$ cat config.mk
export PLATFORM = sky130hd
export DESIGN_NAME = conv_filter_scheduler
export DESIGN_NICKNAME = d
export VERILOG_FILES = /design/src/rtl/conv_sched_pkg.sv /design/src/rtl/conv_filter_scheduler.sv
export SDC_FILE = /design/constraint.sdc
export NUM_CORES = 1
export LEC_CHECK = 0
export CAP_MARGIN = 20
export CORE_MARGIN = 8
export CORE_UTILIZATION = 37
export DETAILED_ROUTE_END_ITERATION = 7
export PLACE_DENSITY = 0.59
export SLEW_MARGIN = 20
export SYNTH_ARGS = -nofsm -noshare
export SYNTH_HDL_FRONTEND = slang
export SYNTH_SLANG_ARGS = --single-unit
$ cat constraint.sdc
create_clock -name clk -period 3.8 [get_ports clk]
set_input_delay 0.76 -clock clk [delete_from_list [all_inputs] [get_ports clk]]
set_output_delay 0.76 -clock clk [all_outputs]
set_load 0.01 [all_outputs]
$ cat src/rtl/conv_sched_pkg.sv
// Shared types and helpers for the conv filter scheduler: FSM state encoding,
// default core sizing and the filter-address width derivation.
package conv_sched_pkg;

  localparam int DEF_NUM_FILTERS  = 4;
  localparam int DEF_RESULT_WIDTH = 24;

  typedef enum logic [2:0] {
    IDLE,
    WAIT_WIN,
    FETCH,
    ISSUE,
    CAPTURE,
    OUT
  } state_e;

  // A single filter still needs a one-bit address so the ports never collapse to zero width.
  function automatic int filt_aw(input int n);
    return (n > 1) ? $clog2(n) : 1;
  endfunction

endpackage

$ cat src/rtl/conv_filter_scheduler.sv
// Time-shares one 3x3 conv+bias+ReLU core across NUM_FILTERS filters per input
// window, streaming each captured result out over a valid/ready interface.
module conv_filter_scheduler
  import conv_sched_pkg::*;
#(
  parameter  int NUM_FILTERS  = DEF_NUM_FILTERS,
  parameter  int RESULT_WIDTH = DEF_RESULT_WIDTH,
  parameter  int CNT_WIDTH    = 16,
  localparam int FILT_AW      = filt_aw(NUM_FILTERS)
) (
  input  logic                    clk,
  input  logic                    rst_n,
  input  logic                    start,
  input  logic [CNT_WIDTH-1:0]    cfg_num_windows,
  output logic                    busy,
  output logic                    done,
  input  logic                    win_valid,
  output logic                    win_ready,
  output logic                    wt_rd_en,
  output logic [FILT_AW-1:0]      wt_rd_addr,
  output logic                    core_valid_in,
  input  logic                    core_valid_out,
  input  logic [RESULT_WIDTH-1:0] core_result,
  output logic                    out_valid,
  input  logic                    out_ready,
  output logic [RESULT_WIDTH-1:0] out_data,
  output logic [FILT_AW-1:0]      out_filter,
  output logic                    out_last
);

  state_e                 state_q, state_d;
  logic [FILT_AW-1:0]     filt_q;
  logic [CNT_WIDTH-1:0]   win_cnt_q;
  logic [CNT_WIDTH-1:0]   num_win_q;
  logic                   done_q;

  logic last_filt;
  logic last_win;
  logic accept;

  assign last_filt = (filt_q == FILT_AW'(NUM_FILTERS - 1));
  assign last_win  = (win_cnt_q == num_win_q - CNT_WIDTH'(1));
  assign accept    = (state_q == OUT) && out_ready;

  assign busy       = (state_q != IDLE);
  assign done       = done_q;
  assign wt_rd_addr = filt_q;

  // NOTE: sequential state uses non-blocking assignments so every register
  // samples the pre-edge values, independent of statement order.
  always_ff @(posedge clk or negedge rst_n) begin
    if (!rst_n) state_q <= IDLE;
    else        state_q <= state_d;
  end

  // NOTE: every output of this block gets a default first; a path that left
  // one unassigned would infer a latch.
  always_comb begin
    state_d       = state_q;
    win_ready     = 1'b0;
    wt_rd_en      = 1'b0;
    core_valid_in = 1'b0;
    case (state_q)
      IDLE:     if (start && (cfg_num_windows != '0)) state_d = WAIT_WIN;
      WAIT_WIN: if (win_valid) state_d = FETCH;
      FETCH: begin
        wt_rd_en = 1'b1;
        state_d  = ISSUE;
      end
      ISSUE: begin
        core_valid_in = 1'b1;
        state_d       = CAPTURE;
      end
      CAPTURE:  if (core_valid_out) state_d = OUT;
      OUT: begin
        if (out_ready) begin
          if (!last_filt) begin
            state_d = FETCH;
          end else begin
            win_ready = 1'b1;
            state_d   = last_win ? IDLE : WAIT_WIN;
          end
        end
      end
      default:  state_d = IDLE;
    endcase
  end

  // Counters, latched run length and the single-entry output register.
  always_ff @(posedge clk or negedge rst_n) begin
    if (!rst_n) begin
      filt_q     <= '0;
      win_cnt_q  <= '0;
      num_win_q  <= '0;
      done_q     <= 1'b0;
      out_valid  <= 1'b0;
      out_data   <= '0;
      out_filter <= '0;
      out_last   <= 1'b0;
    end else begin
      done_q <= 1'b0;
      case (state_q)
        IDLE: begin
          if (start) begin
            num_win_q <= cfg_num_windows;
            win_cnt_q <= '0;
            filt_q    <= '0;
            if (cfg_num_windows == '0) done_q <= 1'b1;
          end
        end
        WAIT_WIN: if (win_valid) filt_q <= '0;
        CAPTURE: begin
          if (core_valid_out) begin
            out_data   <= core_result;
            out_filter <= filt_q;
            out_valid  <= 1'b1;
            out_last   <= last_filt && last_win;
          end
        end
        default: ;
      endcase
      if (accept) begin
        out_valid <= 1'b0;
        out_last  <= 1'b0;
        if (!last_filt) begin
          filt_q <= filt_q + FILT_AW'(1);
        end else begin
          win_cnt_q <= win_cnt_q + CNT_WIDTH'(1);
          if (last_win) done_q <= 1'b1;
        end
      end
    end
  end

endmodule

==> results of run 1 <==
## per-stage QoR
stage	total power [mW]	cell area [µm²]	utilization (%)	worst slack, ps	std cells
after floorplan	1.894	3372	-	1266	333
after global placement	2.449	4278	47.42	797.0	509
final	3.021	4476	49.61	799.1	525
after global routing	3.258	4476	49.61	744.8	525
after CTS	3.065	4476	49.61	783.8	525
after detailed placement	2.471	4278	47.42	796.7	509
## flip-flops by register name, indices dropped and copies added (netlist names)
register	flops
wt_rd_addr	2
out_valid	1
num_win_q	16
state_q	3
done	1
out_last	1
out_filter	2
win_cnt_q	16
out_data	24
## cell type report
type	count	area share (%)
tap	111	3.103
multi-input combinational	244	36.79
inverter	4	0.3355
timing repair buffer	84	18.45
clock buffer	12	3.690
clock inverter	4	0.7269
sequential	66	36.90
## kinds of logic after synthesis
kind of cell | after synthesis | synth area share, %
fa+ha+maj | 3 | 1.113
buf+inv | 23 | 2.634
flops | 66 | 48.98
simple gates | 140 | 21.19
compound gates | 48 | 10.09
xor+xnor | 21 | 5.454
mux | 32 | 10.54
## placed cells by master (no fill, tap or decap), types with 3 or more instances in the layout
cell type	n
clkdlybuf4s50_1	79
dfrtp_1	66
nand2_1	58
mux2_2	28
nor2_1	15
o21ai_0	15
nand3_1	13
clkbuf_8	12
xnor2_1	11
nand4_1	10
xor2_1	10
nor3_1	7
nor4_1	7
a21oi_1	7
nor2b_1	5
o211ai_1	5
o31ai_1	5
nand2b_1	5
inv_1	4
mux2i_1	4
or4b_1	4
buf_4	4
nor3b_1	3
ha_1	3
## power by group through the flow
stage	clock, mW	sequential, mW	combinational (mW)
global placement	0	1.18	1.27
finish	0.577	1.18	1.27
detailed placement	0	1.19	1.28
CTS	0.595	1.18	1.29
global route	0.626	1.22	1.41
floorplan	0	1.17	0.720
## worst register-to-register path, delay by kind of cell, from the launching register on
kind / cells / cell delay, ps
buf+inv: 1 / 100
xor+xnor: 1 / 190
simple gates: 2 / 1120
fa+ha+maj: 1 / 230
flops: 1 / 430
compound gates: 4 / 680
## worst max-delay path by stage
| stage | endpoint | from | cells past startpoint |
|---|---|---|---|
| after CTS | win_ready | out_ready | 4 |
| after global routing | win_ready | out_ready | 4 |
| after floorplan | state_q[0]$_DFFE_PN0P_ | num_win_q[0]$_DFFE_PN0P_ | 10 |
| after detailed placement | win_ready | out_ready | 4 |
| after global placement | win_ready | out_ready | 4 |
| final | win_ready | out_ready | 4 |
## metal layers
| layer | up-vias | wire length [µm] | share of wire (%) | global-route usage [%] |
|---|---|---|---|---|
| li1 | 1343 | - | - | - |
| met1 | 1347 | 3860 | 45 | 17.49 |
| met2 | 68 | 4106 | 48 | 22.36 |
| met3 | 7 | 592 | 6.9 | 5.054 |
| met4 | 0 | 80 | 0.93 | 5.422 |
| met5 | - | 0 | 0 | 0 |
## synthesized netlist by cell type (all sizes together), types with 2 or more instances
library cell / number / area [µm²]
and2: 2 / 12.51
nor2b: 5 / 31.28
clkbuf: 15 / 56.30
a22o: 2 / 17.52
nand3: 13 / 65.06
xnor2: 11 / 96.34
o31ai: 5 / 37.54
mux2: 28 / 315.3
o211ai: 5 / 37.54
a21oi: 8 / 43.79
nor3b: 3 / 22.52
nor4: 7 / 43.79
xor2: 10 / 87.58
mux2i: 4 / 40.04
o311ai: 2 / 17.52
nor3: 8 / 45.04
a2111oi: 2 / 36.29
buf: 4 / 17.52
or4b: 4 / 40.04
nand2: 58 / 217.7
inv: 4 / 15.01
nand2b: 5 / 31.28
nand4: 10 / 62.56
ha: 3 / 37.54
and4: 2 / 17.52
o21ai: 16 / 83.83
nor2: 15 / 56.30
dfrtp: 66 / 1652
nor4bb: 2 / 20.02
==> results.sh, run 1 <==
export IMPL_status="finished clean"
export IMPL_tightest_slew_ps=862.0
export IMPL_critPathMaxFanout=4
export IMPL_drv_slew=0
export IMPL_dr_pass1_iters=4
export IMPL_max_stage_delay_ps=560
export IMPL_cts_resized=0
export IMPL_p_int_mw=1.920
export IMPL_yosys_most_used_dff="dfrtp_1"
export IMPL_fillers=875
export IMPL_p_switching_mw=1.101
export IMPL_wl_per_cell_um=16.46
export IMPL_grt_usage_pct=14.25
export IMPL_cts_tree="built"
export IMPL_reg2reg_slack_ps=960
export IMPL_ys_ff_latch=66
export IMPL_wl_um=8640
export IMPL_r2r_cells=9
export IMPL_globalRouteOverflowTotal=0
export IMPL_cts_buffers=9
export IMPL_core_area_mm2=0.009021
export IMPL_die_h_um=111.5
export IMPL_die_area_mm2=0.01242
export IMPL_hp_class="input pin to asynchronous set/reset pin"
export IMPL_insertion_delay_ps=340
export IMPL_gp_congestion=0.8255
export IMPL_critical_path_class="input pin to output pin"
export IMPL_diodes=0
export IMPL_synth_warnings=0
export IMPL_initial_core_util_pct=37.38
export IMPL_p_leak_nw=1.845
export IMPL_antenna_found_initial=0
export IMPL_grt_pass1_wl_um=14590
export IMPL_seq_area_mm2=0.001652
export IMPL_htreeDepth=3
export IMPL_synthesis_area_mm2=0.003372
export IMPL_grt_setup_unrepaired="no"
export IMPL_ys_seq_area_share_pct=48.98
export IMPL_clock_sinks=66
export IMPL_synthArstFlopShare_pct=100.0
export IMPL_grt_start_max_net_pins=58
export IMPL_clkPwrFrac_pct=19.1
export IMPL_cp_common_cell="clkdlybuf4s50_1"
export IMPL_crit_arrival_ps=2240
export IMPL_grt_pass1_vias=2964
export IMPL_switching_share_pct=36.44
export IMPL_syn_area_per_cell_um2=10.13
export IMPL_synth_edf_count=0
export IMPL_skew_ps=11.68
export IMPL_rows=35
export IMPL_drc_errors=0
export IMPL_start_kind="input pin"
export IMPL_die_w_um=111.5
export IMPL_final_nets=458
export IMPL_period_minus_slack_ps=3001
export IMPL_ir_drop_mv=0.3196
export IMPL_synth_nets=382
export IMPL_hold_viol=0
export IMPL_reg2reg_from="num_win_q[0]$_DFFE_PN0P_"
export IMPL_endpoint_kind="output pin"
export IMPL_powerDensity_mw_per_mm2=675.0
export IMPL_comb_power_share_pct=41.9
export IMPL_finalCritPeriodShare_pct=78.97
export IMPL_ys_types=48
export IMPL_cts_root_buf="clkbuf_8"
export IMPL_io_buffers=80
export IMPL_clock_path_buffers=2
export IMPL_cp_top_family="buffers and inverters"
export IMPL_post_cts_buffers=0
export IMPL_worst_r2r_endpoint="state_q[0]$_DFFE_PN0P_"
export IMPL_seq_power_share_pct=39.0
export IMPL_synthCells=333
export IMPL_fin_tns_setup_ps=0
export IMPL_drt_iter0_markers=178
export IMPL_io_pin_count=81
export IMPL_viasPerCell=5.267
export IMPL_worst_path_buf_inv=2
export IMPL_crit_chain="clkdlybuf4s50_1 > and4b_1 > and2_1 > clkdlybuf4s50_1"
export IMPL_layout_drive_gt1_share_pct=13.77
export IMPL_drv_cap=0
export IMPL_vias=2765
export IMPL_required_ps=3040
export IMPL_clk_pin_slew_ps=70
export IMPL_dp_hpwl_um=6327
export IMPL_ant_nets=0
export IMPL_hold_ws_ps=265.0
export IMPL_syn_to_final_growth_pct=32.73
export IMPL_ctsHoldBuffers=0
export IMPL_slew_headroom_pct=42.39
export IMPL_multi_input_area_mm2=0.001647
export IMPL_fmax_mhz=333.2
export IMPL_setup_violations=0
export IMPL_cpMaxStageDelayCell="clkdlybuf4s50_1"
No activity file was read; power rests on OpenSTA's default activity.
==> run 2, diff against run 1 <==
PLACE_DENSITY = 0.61   (was 0.59)
clock period = 2.6 ns   (was 3.8 ns; I/O delays follow)
==> run 2 against run 1 <==
Effect of this change:
- count of clock-buffer cells in the layout down 2
- sequential share of layout area down 1.3 points
- flip-flop and latch count unchanged
- highest routed layer unchanged
==> results.sh, run 2 (synthesis gave the netlist of run 1 again) <==
export IMPL_fin_tns_setup_ps=0
export IMPL_placed_area_mm2=0.004436
export IMPL_drt_iter0_markers=149
export IMPL_htreeDepth=3
export IMPL_layout_common_cells="79 x clkdlybuf4s50_1, 66 x dfrtp_1, 58 x nand2_1, 28 x mux2_2, 27 x buf_4"
export IMPL_die_w_um=111.5
export IMPL_clock_sinks=66
export IMPL_powerDensity_mw_per_mm2=987.1
export IMPL_io_pin_count=81
export IMPL_viasPerCell=5.210
export IMPL_drv_cap=0
export IMPL_grt_pass1_wl_um=14640
export IMPL_io_buffers=80
export IMPL_ant_nets=0
export IMPL_critPathMaxFanout=4
export IMPL_cts_buffers=9
export IMPL_setup_violations=0
export IMPL_regMostFlops="out_data"
export IMPL_ir_drop_mv=0.5282
export IMPL_die_h_um=111.5
export IMPL_vias=2855
export IMPL_syn_to_final_growth_pct=37.51
export IMPL_dp_slack_ps=13.16
export IMPL_grt_usage_pct=14.28
export IMPL_die_area_mm2=0.01242
export IMPL_globalRouteOverflowTotal=0
export IMPL_clock_path_buffers=2
export IMPL_gp_congestion=0.8135
export IMPL_finalCritPeriodShare_pct=98.14
export IMPL_wl_um=8777
export IMPL_ctsHoldBuffers=0
export IMPL_power_mw=4.577
export IMPL_drv_slew=0
export IMPL_grt_pass1_vias=2986
export IMPL_final_nets=481
export IMPL_mostFrequentLayoutCell="clkdlybuf4s50_1"
export IMPL_endpoint_kind="output pin"
export IMPL_skew_ps=10.76
export IMPL_status="finished clean"
export IMPL_hold_viol=0
export IMPL_insertion_delay_ps=340
export IMPL_cts_root_buf="clkbuf_8"
export IMPL_largest_reg_flops=24
export IMPL_period_minus_slack_ps=2552
export IMPL_setup_ws_ps=48.32
export IMPL_fmax_mhz=391.9
export IMPL_antenna_found_initial=0
export IMPL_hp_class="input pin to asynchronous set/reset pin"
export IMPL_p_leak_nw=1.952
export IMPL_tightest_slew_ps=486.6
export IMPL_fin_area_mm2=0.004637
export IMPL_dp_hpwl_um=6731
export IMPL_core_area_mm2=0.009021
export IMPL_layout_drive_gt1_share_pct=18.99
export IMPL_start_kind="input pin"
export IMPL_dr_pass1_iters=4
export IMPL_cts_tree="built"
export IMPL_slew_headroom_pct=67.56
export IMPL_rows=35
export IMPL_clk_pin_slew_ps=80
export IMPL_critical_path_class="input pin to output pin"
export IMPL_grt_setup_unrepaired="yes"
export IMPL_diodes=0
export IMPL_required_ps=2080
export IMPL_drc_errors=0
export IMPL_initial_core_util_pct=37.38
export IMPL_wl_per_cell_um=16.02
export IMPL_grt_start_max_net_pins=27
export IMPL_crit_arrival_ps=2030
export IMPL_largestRegisters="out_data: 24 flops, num_win_q: 16 flops, win_cnt_q: 16 flops"
run 2: power by group:
| group | total [mW] | switching, mW | internal [mW] |
|---|---|---|---|
| sequential | 1.65 | 0.280 | 1.37 |
| clock | 0.782 | 0.411 | 0.371 |
| combinational | 2.14 | 0.970 | 1.17 |
| total | 4.58 | 1.66 | 2.92 |
run 2: per-layer routing:
| layer | global-route usage (%) | share of wire, % | vias up |
|---|---|---|---|
| met5 | 0 | 0 | - |
| met1 | 17.05 | 44 | 1390 |
| met2 | 22.80 | 48 | 70 |
| met4 | 6.133 | 2.2 | 0 |
| met3 | 4.892 | 6.5 | 14 |
| li1 | - | - | 1381 |
run 2: area by class of cell:
type                       instances  area [µm²]
multi-input combinational        244        1653
clock inverter                     6       42.54
fill                             854        4384
clock buffer                      10       137.6
inverter                           4       15.01
tap                              111       138.9
timing repair buffer             107       998.5
sequential                        66        1652
run 2: final timing paths:
check / from / to / slack, ps / depth (start not counted)
worst min-delay path: rst_n / num_win_q[4]$_DFFE_PN0P_ / 130 / 1
worst max-delay path: out_ready / win_ready / 50 / 4
min in group clk: out_data[17]$_DFFE_PN0P_ / out_data[17]$_DFFE_PN0P_ / 510 / 1
worst min register to register: out_data[17]$_DFFE_PN0P_ / out_data[17]$_DFFE_PN0P_ / 510 / 1
max in group asynchronous: rst_n / win_cnt_q[0]$_DFF_PN0_ / 1730 / 2
worst max register to register: num_win_q[1]$_DFFE_PN0P_ / state_q[0]$_DFFE_PN0P_ / 90 / 9
run 2: repair_timing:
action                                  in CTS  in global routing
pin swaps                                    0                  1
resized for setup                            1                  2
buffers inserted                             0                  2
hold endpoints to repair                     0                  0
endpoints found under the setup margin       1                  4
run 2: worst max-delay path, stage by stage:
cell	delay [ps]
clkdlybuf4s50_1	490
and4b_1	210
and2_1	220
clkdlybuf4s50_1	580
run 2: stage by stage:
step / hold WS [ps] / utilization, % / cells
final: 128.9 / 51.40 / 548
after global routing: 175.0 / 51.40 / 548
after CTS: 138.4 / 51.21 / 546
after detailed placement: 495.3 / 49.17 / 530
after global placement: 481.3 / 49.17 / 530
after floorplan: 224.4 / - / 333
